File: src/rtl/matrix_multiply_pkg.sv
// Shared constants for the 2x2 matrix multiply controller: byte counts,
// result width and controller state encoding.
package matrix_multiply_pkg;
  localparam int NUM_BYTES_FULL = 8;
  localparam int NUM_BYTES_A    = 4;
  localparam int RES_W          = 17;

  localparam logic [1:0] ST_LOAD  = 2'd0;
  localparam logic [1:0] ST_FLUSH = 2'd1;
  localparam logic [1:0] ST_DRAIN = 2'd2;
endpackage

File: src/rtl/matrix_multiply_ctrl_if.sv
// Operand stream in, result stream out, job control; master is the host,
// slave is the controller.
interface matrix_multiply_ctrl_if #(
  parameter int DATA_W = 8,
  parameter int RES_W  = matrix_multiply_pkg::RES_W
);
  import matrix_multiply_pkg::*;

  logic              in_valid;
  logic [DATA_W-1:0] in_data;
  logic              in_ready;
  logic              load_a_only;
  logic              abort;
  logic              out_valid;
  logic [RES_W-1:0]  out_data;
  logic [1:0]        out_idx;
  logic              out_ready;
  logic              done;

  modport master (
    output in_valid, in_data, load_a_only, abort, out_ready,
    input  in_ready, out_valid, out_data, out_idx, done
  );

  modport slave (
    input  in_valid, in_data, load_a_only, abort, out_ready,
    output in_ready, out_valid, out_data, out_idx, done
  );
endinterface

File: src/rtl/matrix_multiply_ctrl.sv
// Sequences operand bytes into the matrix_multiply datapath and drains C00..C11.
// Last byte to out_valid: 2 edges; out_ready=0 holds the current element, abort cancels the job.
module matrix_multiply_ctrl #(
  parameter int DATA_W = 8,
  parameter int RES_W  = matrix_multiply_pkg::RES_W
) (
  input  logic                clk,
  input  logic                reset,
  matrix_multiply_ctrl_if.slave bus,
  output logic [2:0]          mm_sel_in,
  output logic [DATA_W-1:0]   mm_input_val,
  output logic                mm_execute,
  output logic [1:0]          mm_sel_out,
  input  logic [RES_W-1:0]    mm_result
);
  import matrix_multiply_pkg::*;

  logic [1:0]        state;
  logic [2:0]        cnt;
  logic              a_only;
  logic              wr_pend;
  logic [2:0]        wr_sel;
  logic [DATA_W-1:0] wr_data;
  logic [1:0]        out_idx;
  logic              done_q;

  logic accept;
  logic job_a_only;
  logic last_byte;
  logic drain;

  assign drain      = (state == ST_DRAIN);
  assign accept     = bus.in_valid & bus.in_ready;
  // Job mode comes from the live input on the first byte, from the latch afterwards.
  assign job_a_only = (cnt == 3'd0) ? bus.load_a_only : a_only;
  assign last_byte  = job_a_only ? (cnt == 3'(NUM_BYTES_A - 1))
                                 : (cnt == 3'(NUM_BYTES_FULL - 1));

  assign bus.in_ready  = (state == ST_LOAD) & ~bus.abort;
  assign bus.out_valid = drain;
  assign bus.out_data  = drain ? mm_result : '0;
  assign bus.out_idx   = out_idx;
  assign bus.done      = done_q;

  assign mm_sel_in    = wr_sel;
  assign mm_input_val = wr_data;
  assign mm_sel_out   = out_idx;
  // A write still pending when abort arrives must not land on the abort edge.
  assign mm_execute   = ~(wr_pend & ~bus.abort);

  always_ff @(posedge clk or negedge reset) begin
    if (!reset) begin
      state   <= ST_LOAD;
      cnt     <= 3'd0;
      a_only  <= 1'b0;
      wr_pend <= 1'b0;
      wr_sel  <= 3'd0;
      wr_data <= '0;
      out_idx <= 2'd0;
      done_q  <= 1'b0;
    end else begin
      done_q  <= 1'b0;
      wr_pend <= 1'b0;
      if (bus.abort) begin
        state   <= ST_LOAD;
        cnt     <= 3'd0;
        a_only  <= 1'b0;
        out_idx <= 2'd0;
      end else begin
        case (state)
          ST_LOAD: begin
            if (accept) begin
              wr_pend <= 1'b1;
              wr_sel  <= cnt;
              wr_data <= bus.in_data;
              if (cnt == 3'd0) a_only <= bus.load_a_only;
              if (last_byte) begin
                cnt   <= 3'd0;
                state <= ST_FLUSH;
              end else begin
                cnt <= cnt + 3'd1;
              end
            end
          end
          ST_FLUSH: begin
            state   <= ST_DRAIN;
            out_idx <= 2'd0;
          end
          ST_DRAIN: begin
            if (bus.out_ready) begin
              if (out_idx == 2'd3) begin
                state   <= ST_LOAD;
                out_idx <= 2'd0;
                done_q  <= 1'b1;
              end else begin
                out_idx <= out_idx + 2'd1;
              end
            end
          end
          default: state <= ST_LOAD;
        endcase
      end
    end
  end
endmodule

File: src/flat_wrapper.sv
// flat-port wrapper written by rule: the top's interface ports become plain ports
module matrix_multiply_ctrl_flat import matrix_multiply_pkg::*;
#(
  parameter int DATA_W = 8,
  parameter int RES_W  = matrix_multiply_pkg::RES_W
)
  (clk, reset, mm_sel_in, mm_input_val, mm_execute, mm_sel_out, mm_result, bus_in_valid, bus_in_data, bus_load_a_only, bus_abort, bus_out_ready, bus_in_ready, bus_out_valid, bus_out_data, bus_out_idx, bus_done);
  matrix_multiply_ctrl_if #(.DATA_W(DATA_W), .RES_W(RES_W)) bus_i ();
  input  logic clk;
  input  logic reset;
  output logic [2:0] mm_sel_in;
  output logic [DATA_W-1:0] mm_input_val;
  output logic mm_execute;
  output logic [1:0] mm_sel_out;
  input  logic [RES_W-1:0] mm_result;
  input wire logic [$bits(bus_i.in_valid)-1:0] bus_in_valid;
  input wire logic [$bits(bus_i.in_data)-1:0] bus_in_data;
  input wire logic [$bits(bus_i.load_a_only)-1:0] bus_load_a_only;
  input wire logic [$bits(bus_i.abort)-1:0] bus_abort;
  input wire logic [$bits(bus_i.out_ready)-1:0] bus_out_ready;
  output wire logic [$bits(bus_i.in_ready)-1:0] bus_in_ready;
  output wire logic [$bits(bus_i.out_valid)-1:0] bus_out_valid;
  output wire logic [$bits(bus_i.out_data)-1:0] bus_out_data;
  output wire logic [$bits(bus_i.out_idx)-1:0] bus_out_idx;
  output wire logic [$bits(bus_i.done)-1:0] bus_done;
  assign bus_i.in_valid = bus_in_valid;
  assign bus_i.in_data = bus_in_data;
  assign bus_i.load_a_only = bus_load_a_only;
  assign bus_i.abort = bus_abort;
  assign bus_i.out_ready = bus_out_ready;
  assign bus_in_ready = bus_i.in_ready;
  assign bus_out_valid = bus_i.out_valid;
  assign bus_out_data = bus_i.out_data;
  assign bus_out_idx = bus_i.out_idx;
  assign bus_done = bus_i.done;
  matrix_multiply_ctrl #(.DATA_W(DATA_W), .RES_W(RES_W)) u_core (.clk(clk), .reset(reset), .bus(bus_i), .mm_sel_in(mm_sel_in), .mm_input_val(mm_input_val), .mm_execute(mm_execute), .mm_sel_out(mm_sel_out), .mm_result(mm_result));
endmodule
File: config.mk
export PLATFORM = sky130hd
export DESIGN_NAME = matrix_multiply_ctrl_flat
export DESIGN_NICKNAME = d
export VERILOG_FILES = /design/src/rtl/matrix_multiply_pkg.sv /design/src/rtl/matrix_multiply_ctrl_if.sv /design/src/rtl/matrix_multiply_ctrl.sv /design/src/flat_wrapper.sv
export SDC_FILE = /design/constraint.sdc
export NUM_CORES = 1
export LEC_CHECK = 0
export CORE_MARGIN = 4
export CORE_UTILIZATION = 38
export CTS_CLUSTER_DIAMETER = 100
export DETAILED_ROUTE_END_ITERATION = 6
export PLACE_DENSITY = 0.88
export RECOVER_POWER = 100
export SLEW_MARGIN = 30
export SYNTH_ARGS = -nofsm -noshare
export SYNTH_HDL_FRONTEND = slang
export SYNTH_SLANG_ARGS = --single-unit
File: constraint.sdc
create_clock -name clk -period 1.65 [get_ports clk]
set_clock_uncertainty 0.15 [all_clocks]
set_input_delay 0.4125 -clock clk [delete_from_list [all_inputs] [get_ports clk]]
set_output_delay 0.4125 -clock clk [all_outputs]
set_load 0.01 [all_outputs]
# Yosys cells after proc, flatten, opt, wreduce, memory -nomap -nowiden
# Index checks and enable logic that the tools add are counted.
# totals
wordCells	60
n_memories	0
ff_bits	21
output_inout_bits	36
in_bits	31
latch_bits	0
ram_bits	0
rom_bits	0
# op_classes
n_lt_le_gt_ge	0
eq_ne	9
addsub	2
n_div	0
shifts	0
n_mux	27
bitwise_logic	5
n_reduce_logical	9
multipliers	0
# op_table
operator	n
two-way mux 17 bit	1
two-way mux 2 bit	8
two-way mux 1 bit	12
two-way mux 3 bit	4
!= test 3 x 2 -> 1 bit, second input constant	2
!= test 3 bit, second input constant	2
one-hot mux 2 bit (3 select lines)	1
== test 2 bit, second input constant	2
one-hot mux 2 bit (2 select lines)	1
AND reduction 2 bit	2
AND reduction 4 bit	1
nonzero test 2 bit	2
adder 3 x 1 -> 3 bit, second input constant	1
bitwise AND 1 bit	3
== test 3 x 2 -> 1 bit, second input constant	1
== test 3 bit, second input constant	1
zero test 3 bit	1
AND reduction 3 bit	1
nonzero test 3 bit	1
adder 2 x 1 -> 2 bit, second input constant	1
== test 2 x 1 -> 1 bit, second input constant	1
zero test 2 bit	1
inverter 1 bit	2

# Logic depth before layout (Yosys ltp)
# Gate-level depths: netlist of run 1.
# depth
word_depth	7
mapped_depth	5
mapped_depth_nobuf	5

# Least setup slack after synthesis of run 1
# No wires, ideal clock.
# synth_path
kind	reg-to-output
startpoint	register u_core.state[0]
endpoint	output bus_out_data[10]
n_path_buf	2
arrival_ns	0.992
stages_incl_launch_ff	5
slack_ns	0.095
required_ns	1.087
path_cell_list	dfrtp_1 > buf_4 > nor2b_1 > buf_2 > and2_1
# synth_between
elab_chain_len	2
# synth_lines
element	line	source
start: declaration	matrix_multiply_ctrl.sv:18	logic [1:0] state;
start signal: assignment	matrix_multiply_ctrl.sv:53	state <= ST_LOAD;
start signal: assignment	matrix_multiply_ctrl.sv:65	state <= ST_LOAD;
start signal: assignment	matrix_multiply_ctrl.sv:79	state <= ST_FLUSH;
== test 2 bit	matrix_multiply_ctrl.sv:32	assign drain = (state == ST_DRAIN);
named net bus_out_valid	flat_wrapper.sv:22	output wire logic [$bits(bus_i.out_valid)-1:0] bus_out_valid;
two-way mux 17 bit	matrix_multiply_ctrl.sv:41	assign bus.out_data = drain ? mm_result : '0;
end: declaration	flat_wrapper.sv:23	output wire logic [$bits(bus_i.out_data)-1:0] bus_out_data;
# The timed path passes the listed nets, and every way through them passes these cells.

# Final worst setup path of run 1
# layout_path
startpoint	register u_core.state[1]
endpoint	output bus_out_data[1]
# layout_between
elab_chain_len	2
# layout_lines
element	line
== test 2 bit	matrix_multiply_ctrl.sv:32
two-way mux 17 bit	matrix_multiply_ctrl.sv:41
# Every way passes these cells.

==> metrics.yaml, run 1 <==
setup_path:
  startpoint: "u_core.state[1]"
  crit_path_end_kind: "primary output"
  critical_path_required_ns: 1.09
  cp.arrival_ns: 1.34
  rrSetupSlack_ns: -0.14
  cpPeakStageDelay_ns: 0.41
  endpoint: "bus_out_data[1]"
  r2r_end: "u_core.mm_input_val[1]"
  rr_worst_depth: 8
  crit_top_cell: "buf_6"
  worstSetupPathType: "reg2out"
  cp_max_fo: 5
  timing.rr.start: "u_core.state[0]"
  start_kind: "flip-flop"
  path_cells: "nor2b_4 > buf_6 > buf_6 > and2_4 > buf_6"
  crit_slowest_cell: "dfrtp_1"
place:
  gp_congestion: 0.737
  hpwlAfterDp_mm: 2.34
  io_buffers: 66
cts:
  cts_max_level: 1
  cts_tree: "yes"
  clk_latency_ns: 0.30
  root_buffer: "clkbuf_4"
  clk_pin_slew_ns: 0.12
  cts_buffer_depth: 2
  cts_hold_buf: 0
  clock_sinks: 21
  numCtsBuffers: 3
cells_and_area:
  nets: 220
  final_cell_mix: "28 x clkdlybuf4s50_1, 21 x dfrtp_1, 17 x buf_6"
  drive_gt1_frac: 0.400
  fill_cells: 218
  area_growth_pct: 74.7
  final_common_cell: "clkdlybuf4s50_1"
  final_util: 0.715
  insertedDiodeCount: 0
timing:
  setup_viol: 34
  tightest_slew_ns: 0.502
  finalCritPeriodShare: 1.15
  fin_crit_ns: 1.90
  max_slew_margin: 0.666
  hold_viol: 0
  fin_ws_ns: -0.250
  clock.fmax_mhz: 526
  whs_ns: 0.372
  maxSlewViolCount: 0
  rsz0062_at_grt: "yes"
floorplanning:
  start_util: 0.409
  core_mm2: 0.00285
  die_h_um: 63.4
  ioPinCount: 67
  dieArea_mm2: 0.00402
  num_rows: 19
  die_w_um: 63.4
routing:
  antenna_left: 0
  route.vias.total: 1076
  first_pass_iters: 4
  routed_via_density: 4.98
  drc: 0
  drt_iter0_markers: 14
  wl_per_cell_um: 15.2
  drt_wl_total_mm: 3.29
power_and_ir_drop:
  powerDensity_mw_per_mm2: 559
  p_sw_uw: 294
  leakage_nw: 1.03
  p_int_uw: 846
  power.share.sequential: 0.514
  clkPwrFrac: 0.215
  swShare: 0.258
  ir_drop_uv: 503
  comb_power_share: 0.271
run_status:
  outcome: "finished, violations left"
  violations: "negative setup slack"
grt:
  grt_pass1_wl_mm: 5.55
  antenna_found_initial: 0
  grt_max_degree: 22
  grt_pass1_vias: 1220
  grt-ovfl-total: 0
  grt_usage: 0.168
logic_synthesis:
  synth_area_mm2: 0.00117
  yosysWarnings: 0
  syn_nets: 134
  synthDistinctLibCells: 32
  synth_seq_cells: 21
  syn_inst: 100
  avgSynthCellArea_um2: 11.7
  ys_seq_area_frac: 0.450
worst_hold_path:
  worstHoldPathCells: 1
  min-delay-path-class: "reg2reg"
flow_run:
  maxCapViolations: 0
-- cell type report --
class                           instances  area [um2]  area share
Timing Repair inverter                  1        16.3     0.00798
Clock buffer                            4        26.3      0.0129
Inverter                                4        27.5      0.0135
Tap cell                               31        38.8      0.0190
Timing Repair Buffer                   87         786       0.385
Sequential cell                        21         526       0.258
Multi-Input combinational cell         68         619       0.304
-- critical path: cells and delay by family, from the launching register on --
kind,cells,cell delay [ns]
DFF,1,0.41
buffers and inverters,3,0.35
and+or+nand+nor,2,0.27
-- kinds of logic after synthesis --
group,synth area share
AND/OR/NAND/NOR,0.220
flip-flops,0.450
multiplexers,0.168
AO/OA/AOI/OAI,0.0718
buffers and inverters,0.0579
adder cells (fa/ha/maj),0.0322
-- per-stage QoR --
step / total power, mW / area (um2) / instances / worst slack, ns / setup TNS [ns]
6_report: 1.14 / 2040 / 216 / -0.250 / -5.19
5_1_grt: 1.20 / 2040 / 216 / -0.322 / -7.80
4_1_cts: 1.14 / 1980 / 213 / -0.238 / -4.13
3_5_place_dp: 0.915 / 1890 / 199 / -0.568 / -13.11
3_3_place_gp: 0.904 / 1890 / 199 / -0.576 / -12.63
2_1_floorplan: 0.719 / 1170 / 100 / 0.0951 / 0
-- synthesized netlist by cell type --
cell	n	area (um2)
nor3b_4	1	18.8
ha_1	3	37.5
clkbuf_1	1	3.75
and2_1	17	106
nor3_4	1	16.3
nand3_1	1	5.00
inv_1	3	11.3
nor2b_1	1	6.26
nand2_4	1	11.3
nor2_1	6	22.5
a211oi_1	1	7.51
a31o_2	1	8.76
buf_4	3	22.5
nor4bb_1	1	10.0
o21bai_1	1	7.51
buf_6	1	11.3
a41o_1	1	10.0
a21o_1	1	7.51
clkbuf_2	1	5.00
mux2_2	1	11.3
mux2i_1	2	20.0
o211ai_1	3	22.5
clkinv_4	1	8.76
dfrtp_1	21	526
buf_2	1	5.00
a21oi_1	4	20.0
nand2b_1	4	25.0
nand2_1	2	7.51
nor3b_1	1	7.51
and2b_1	2	15.0
nor3_1	1	5.00
mux2_4	11	165
-- power by group through the flow --
stage	sequential [mW]	clock, mW	combinational, mW
6_report	0.586	0.245	0.309
5_1_grt	0.592	0.272	0.335
4_1_cts	0.586	0.244	0.306
3_5_place_dp	0.596	0	0.319
3_3_place_gp	0.593	0	0.310
2_1_floorplan	0.610	0	0.109
-- sequential cells by signal, indices dropped and copies added, names as in the netlist --
name                 count
u_core.a_only            1
u_core.bus.done          1
u_core.bus.out_idx       2
u_core.cnt               3
u_core.mm_input_val      8
u_core.mm_sel_in         3
u_core.state             2
u_core.wr_pend           1
-- how the worst min path moves through the flow --
stage                                       from                endpoint  slack (ns)
final                     u_core.mm_input_val[6]  u_core.mm_input_val[6]        0.37
after CTS                                  reset  u_core.mm_input_val[0]        0.29
after global placement       u_core.mm_sel_in[1]     u_core.mm_sel_in[1]        0.35
after global routing      u_core.mm_input_val[6]  u_core.mm_input_val[6]        0.40
after floorplan                            reset           u_core.a_only       -0.03
after detailed placement  u_core.mm_input_val[0]  u_core.mm_input_val[0]        0.35
-- routing by layer --
| layer | GRT usage | vias up | part of all wire | wire length (um) |
|---|---|---|---|---|
| met5 | 0 | - | 0 | 0 |
| met4 | 0.0377 | 0 | 0.0049 | 16 |
| met3 | 0.0622 | 2 | 0.11 | 349 |
| met2 | 0.288 | 65 | 0.48 | 1590 |
| met1 | 0.200 | 504 | 0.41 | 1340 |
| li1 | - | 505 | - | - |
-- what timing repair did --
action                     4_1_cts  5_1_grt
buffers inserted                 8        3
setup endpoints to repair       44       37
resized for setup              121       16
pin swaps                       10        3
cloned                           3        0
Power figures use the tool's default switching activity.
==> run 2, diff against run 1 <==
SETUP_SLACK_MARGIN = 0.15   (was unset)
==> run 2 against run 1 <==
The flow still finishes with violations (negative setup slack). Via count up 4.0%. Hold slack got worse by 0.068 ns. Sequential power hardly changed. Fmax decreased by 2.0%. Routed wire length grew 12%. Cell area is 4.6% higher. Utilization is 3.3 points higher. Register-to-register slack gained 0.12 ns. Sequential cell count unchanged. Clock-buffer cell count unchanged. Die area is the same. Combinational power rose by 6.8%. Critical path type unchanged. Critical endpoint is now bus_out_data[12].
==> metrics.yaml, run 2 (synthesized netlist as in run 1, its figures left out) <==
run_status:
  outcome: "finished, violations left"
  violations: "negative setup slack"
routing:
  drt_wl_total_mm: 3.68  # +12%
  wl_per_cell_um: 16.4  # +7.5%
  drc: 0  # unchanged
  drt_iter0_markers: 22  # +8
  route.vias.total: 1119  # +4.0%
  first_pass_iters: 4  # unchanged
  routed_via_density: 4.97  # -0.16%
  antenna_left: 0  # unchanged
timing:
  clock.fmax_mhz: 516  # -2.0%
  max_slew_margin: 0.655  # -0.0110
  whs_ns: 0.304  # -0.0682 ns
  setup_viol: 27  # -21%
  rsz0062_at_grt: "yes"
  tightest_slew_ns: 0.518  # +0.0165 ns
  fin_ws_ns: -0.289  # -0.0388 ns
  hold_viol: 0  # unchanged
  finalCritPeriodShare: 1.17  # +0.0235
  fin_crit_ns: 1.94  # +0.0388 ns
  final.setup.tns_ns: -4.64  # +0.550 ns
  maxSlewViolCount: 0  # unchanged
setup_path:
  cp.arrival_ns: 1.38  # +0.04 ns
  start_kind: "flip-flop"
  timing.rr.start: "u_core.state[0]"
  rr_worst_depth: 6  # -2
  r2r_end: "u_core.mm_input_val[2]"
  worstSetupPathType: "reg2out"
  cp_max_fo: 5  # unchanged
  critical_path_required_ns: 1.09  # about the same
  crit_path_end_kind: "primary output"
  rrSetupSlack_ns: -0.02  # +0.12 ns
cts:
  clk_latency_ns: 0.31  # about the same
  clock_sinks: 21  # unchanged
  clk_pin_slew_ns: 0.12  # about the same
  cts_tree: "yes"
  root_buffer: "clkbuf_4"
  cts_max_level: 1  # unchanged
  numCtsBuffers: 3  # unchanged
  cts_buffer_depth: 2  # unchanged
power_and_ir_drop:
  ir_drop_uv: 484  # -3.9%
  total_power_mw: 1.17  # +2.8%
  leakage_nw: 1.06  # +2.9%
  powerDensity_mw_per_mm2: 549  # -1.7%
flow_run:
  maxCapViolations: 0  # unchanged
worst_hold_path:
  hold_start: "bus_abort"
  min-delay-path-class: "in2reg"
  hold_end: "u_core.bus.out_idx[1]"
  worstHoldPathCells: 3  # +2
place:
  gp_congestion: 0.760  # +3.1%
  dpl_cell_area_mm2: 0.00193  # +2.5%
  dp.cells: 201  # +1.0%
  hpwlAfterDp_mm: 2.50  # +6.9%
  io_buffers: 66  # unchanged
grt:
  grt_pass1_wl_mm: 5.44  # -2.0%
  grt_pass1_vias: 1208  # -0.98%
  antenna_found_initial: 0  # unchanged
  grt_usage: 0.171  # +0.00262
  grt-ovfl-total: 0  # unchanged
  grt_max_degree: 22  # unchanged
floorplanning:
  dieArea_mm2: 0.00402  # unchanged
  start_util: 0.409  # unchanged
  num_rows: 19  # unchanged
  die_h_um: 63.4  # unchanged
  die_w_um: 63.4  # unchanged
  ioPinCount: 67  # unchanged
  core_mm2: 0.00285  # unchanged
cells_and_area:
  final_area_mm2: 0.00213  # +4.6%
  area_growth_pct: 82.7
  largest_reg_flops: 8  # unchanged
  final_cell_mix: "28 x clkdlybuf4s50_1, 24 x buf_6, 21 x buf_2, 21 x dfrtp_1, 19 x buf_4"
  fill_cells: 187  # -14%
  insertedDiodeCount: 0  # unchanged
  stdcell_count: 225  # +4.2%
  nets: 229  # +4.1%
  drive_gt1_frac: 0.557  # +0.157
  final_common_cell: "clkdlybuf4s50_1"
## run 2: changes by cell type in the layout (fill, tap and decap cells not counted), sizes merged
cell           before  now
buf                38   65
dlygate4sd2        15    0
clkinv              2    1
clkbuf              7    6
inv                 3    4
clkdlybuf4s15       2    0
## run 2: worst max-delay path, cell delays in order (launching register included)
cell and delay [ns]:
dfrtp_1 0.42, nor2b_4 0.15, buf_6 0.12, buf_6 0.12, and2_4 0.13, buf_6 0.11
## run 2: area by class of cell
class / instances / area (um2) / area share
timing repair inverter: 1 / 8.76 / 0.00411
multi-input combinational: 68 / 673 / 0.316
clock buffer: 4 / 26.3 / 0.0123
tap: 31 / 38.8 / 0.0182
timing repair buffer: 96 / 833 / 0.391
inverter: 4 / 27.5 / 0.0129
sequential: 21 / 526 / 0.246
## run 2: power breakdown
group          switching (mW)  internal [mW]  total [mW]
logic                   0.124          0.205       0.330
registers              0.0270          0.558       0.585
clock network           0.162         0.0945       0.257
total                   0.313          0.858        1.17
## run 2: timing repair
item                                    CTS  global route
gates cloned                              2             1
resized for setup                       180            11
pin swaps                                16            11
hold buffers                              0             0
buffers inserted                         12             5
endpoints found under the setup margin   49            40
## run 2: worst max path at each step
stage	from	end	slack (ns)	depth (start not counted)
after floorplan	u_core.state[0]	u_core.mm_input_val[0]	0.12	5
after global placement	bus_abort	bus_in_ready	-0.64	3
after detailed placement	bus_abort	bus_in_ready	-0.66	3
after CTS	u_core.state[0]	bus_out_data[3]	-0.28	5
after global routing	u_core.state[0]	bus_out_data[12]	-0.34	5
final	u_core.state[1]	bus_out_data[12]	-0.29	5
## run 2: stage by stage
step	utilization	setup WS, ns
5_1_grt	0.748	-0.342
4_1_cts	0.716	-0.284
3_3_place_gp	0.678	-0.643
3_5_place_dp	0.678	-0.656
6_report	0.748	-0.289
2_1_floorplan	-	0.118
## run 2: per-layer routing
| layer | GRT usage | vias up | share of wire | wire (um) |
|---|---|---|---|---|
| li1 | - | 522 | - | - |
| met1 | 0.188 | 529 | 0.39 | 1440 |
| met2 | 0.318 | 65 | 0.51 | 1890 |
| met3 | 0.0462 | 3 | 0.086 | 315 |
| met4 | 0.0485 | 0 | 0.011 | 41 |
| met5 | 0 | - | 0 | 0 |
==> run 3, diff against run 2 <==
--- a/constraint.sdc
+++ b/constraint.sdc
@@ -3,3 +3,3 @@
 set_input_delay 0.4125 -clock clk [delete_from_list [all_inputs] [get_ports clk]]
 set_output_delay 0.4125 -clock clk [all_outputs]
-set_load 0.01 [all_outputs]
+set_load 0.02 [all_outputs]
==> run 3 against run 2 <==
The flow still finishes with violations (negative setup slack). Fmax is 1.4% higher. Largest power group unchanged. Hold slack improved by 0.0045 ns. Critical path depth unchanged. Via count increased by 2.1%. Combinational power rose by 6.1%. Clock power fell by 4%. Sequential share of layout area up 0.12 points. First-iteration DRC count fell by 50%. Sequential cell count is the same. Sequential power barely moved. Routed wire length grew 5.1%. Non-clock buffer count fell by 3.
==> metrics.yaml, run 3 (synthesized netlist as in run 1, its figures left out) <==
setup_path:
  crit_path_end_kind: "primary output"
  startpoint: "u_core.state[0]"
  crit_slowest_cell: "dfrtp_1"
  path_cells: "nor2b_4 > buf_6 > buf_16 > and2_4 > buf_6"
  start_kind: "flip-flop"
  cp.arrival_ns: 1.35  # -0.03 ns
  cpPeakStageDelay_ns: 0.42  # about the same
  cp_max_fo: 10  # +5
  worstSetupPathType: "reg2out"
  crit_buf_inv: 3  # unchanged
  timing.rr.start: "u_core.state[0]"
  critical_path_required_ns: 1.09  # about the same
  crit_top_cell: "buf_6"
  cp_top_family: "flip-flops"
cells_and_area:
  drive_gt1_frac: 0.482  # -0.0750
  multi_input_area_um2: 657  # -2.4%
  nets: 226  # -1.3%
  regArea_um2: 526  # unchanged
  final_cell_mix: "27 x clkdlybuf4s50_1, 23 x buf_6, 21 x dfrtp_1"
  insertedDiodeCount: 0  # unchanged
  final_common_cell: "clkdlybuf4s50_1"
  stdcell_count: 222  # -1.3%
  fill_cells: 193  # +3.2%
  area_growth_pct: 81.9
  final_util: 0.744  # -0.00351
  largest_reg_flops: 8  # unchanged
timing:
  max_slew_margin: 0.669  # +0.0149
  clock.fmax_mhz: 523  # +1.4%
  finalCritPeriodShare: 1.16  # -0.0167
  final.setup.tns_ns: -6.12  # -1.48 ns
  rsz0062_at_grt: "yes"
  fin_ws_ns: -0.261  # +0.0276 ns
  hold_viol: 0  # unchanged
  fin_crit_ns: 1.91  # -0.0276 ns
  maxSlewViolCount: 0  # unchanged
  tightest_slew_ns: 0.496  # -0.0223 ns
  setup_viol: 32  # +19%
routing:
  routed_via_density: 5.15  # +3.5%
  drt_iter0_markers: 11  # -50%
  drt_wl_total_mm: 3.87  # +5.1%
  drc: 0  # unchanged
  wl_per_cell_um: 17.4  # +6.5%
  antenna_left: 0  # unchanged
  first_pass_iters: 3  # -1
  route.vias.total: 1143  # +2.1%
worst_hold_path:
  hold_start: "bus_abort"
  min-delay-path-class: "in2reg"
power_and_ir_drop:
  leakage_nw: 1.01  # -5.1%
  ir_drop_uv: 446  # -7.7%
  total_power_mw: 1.18  # +1.1%
  powerDensity_mw_per_mm2: 558  # +1.6%
place:
  hpwlAfterDp_mm: 2.45  # -2.0%
  gp_congestion: 0.758  # -0.24%
  io_buffers: 66  # unchanged
  preCtsSetupSlack_ns: -0.738  # -0.0820 ns
  dp.cells: 199  # -1.0%
grt:
  antenna_found_initial: 0  # unchanged
  grt_max_degree: 22  # unchanged
  grt_pass1_wl_mm: 6.18  # +14%
  grt_usage: 0.194  # +0.0227
  grt_pass1_vias: 1282  # +6.1%
  grt-ovfl-total: 0  # unchanged
run_status:
  violations: "negative setup slack"
  outcome: "finished, violations left"
cts:
  cts_hold_buf: 0  # unchanged
  cts_buffer_depth: 2  # unchanged
  numCtsBuffers: 3  # unchanged
  cts_tree: "yes"
  cts_max_level: 1  # unchanged
  clock_sinks: 21  # unchanged
  root_buffer: "clkbuf_4"
  clk_pin_slew_ns: 0.11  # about the same
  clk_latency_ns: 0.30  # about the same
floorplanning:
  dieArea_mm2: 0.00402  # unchanged
  ioPinCount: 67  # unchanged
  core_mm2: 0.00285  # unchanged
  start_util: 0.409  # unchanged
  die_w_um: 63.4  # unchanged
  num_rows: 19  # unchanged
  die_h_um: 63.4  # unchanged
flow_run:
  maxCapViolations: 0  # unchanged
-- run 3: cell types whose count changed in the layout (fill, tap and decap cells not counted), moves of 5 or more --
| cell | previous run | this run |
|---|---|---|
| and2_4 | 12 | 17 |
| buf_2 | 21 | 1 |
| and2_1 | 5 | 0 |
| clkbuf_1 | 1 | 18 |
-- run 3: tightest hold or removal path: cells and delay by family --
family          cells  cell delay (ns)
buf+inv             2             0.29
compound gates      1             0.04
-- run 3: path summary, 6_finish.rpt --
| path | endpoint | slack, ns | cells after the start |
|---|---|---|---|
| min reg2reg | u_core.mm_sel_in[2] | 0.38 | 1 |
| max in group asynchronous | u_core.bus.out_idx[0] | 0.57 | 2 |
| min | u_core.bus.out_idx[1] | 0.31 | 3 |
| max | bus_out_data[4] | -0.26 | 5 |
| min in group asynchronous | u_core.cnt[0] | 0.44 | 2 |
| max reg2reg | u_core.mm_input_val[2] | -0.16 | 7 |
-- run 3: final cells by class --
| type | count | share of cell area |
|---|---|---|
| Clock buffer | 4 | 0.0124 |
| Inverter | 4 | 0.0130 |
| Sequential cell | 21 | 0.247 |
| Timing Repair inverter | 1 | 0.00766 |
| Timing Repair Buffer | 93 | 0.392 |
| Multi-Input combinational cell | 68 | 0.309 |
| Tap cell | 31 | 0.0183 |
-- run 3: what timing repair did --
| item | CTS | global route |
|---|---|---|
| setup buffers | 16 | 1 |
| endpoints found under the hold margin | 0 | 0 |
| gates resized for setup | 213 | 4 |
| pin swaps | 11 | 7 |
| endpoints found under the setup margin | 52 | 39 |
| cloned | 2 | 0 |
-- run 3: per-stage QoR --
step,area (um2),hold WS [ns]
2_1_floorplan,1220,-0.0331
3_3_place_gp,1950,0.348
3_5_place_dp,1950,0.346
4_1_cts,2170,0.290
5_1_grt,2120,0.297
6_report,2120,0.308
-- run 3: power breakdown --
| group | internal (mW) | switching [mW] | total, mW |
|---|---|---|---|
| Clock | 0.0943 | 0.152 | 0.246 |
| Combinational | 0.193 | 0.157 | 0.350 |
| Sequential | 0.558 | 0.0297 | 0.588 |
-- run 3: per-layer routing --
metal	wire length (um)	GRT usage
met1	1380	0.207
met2	2030	0.374
met3	386	0.0462
met4	75	0.0485
met5	0	0
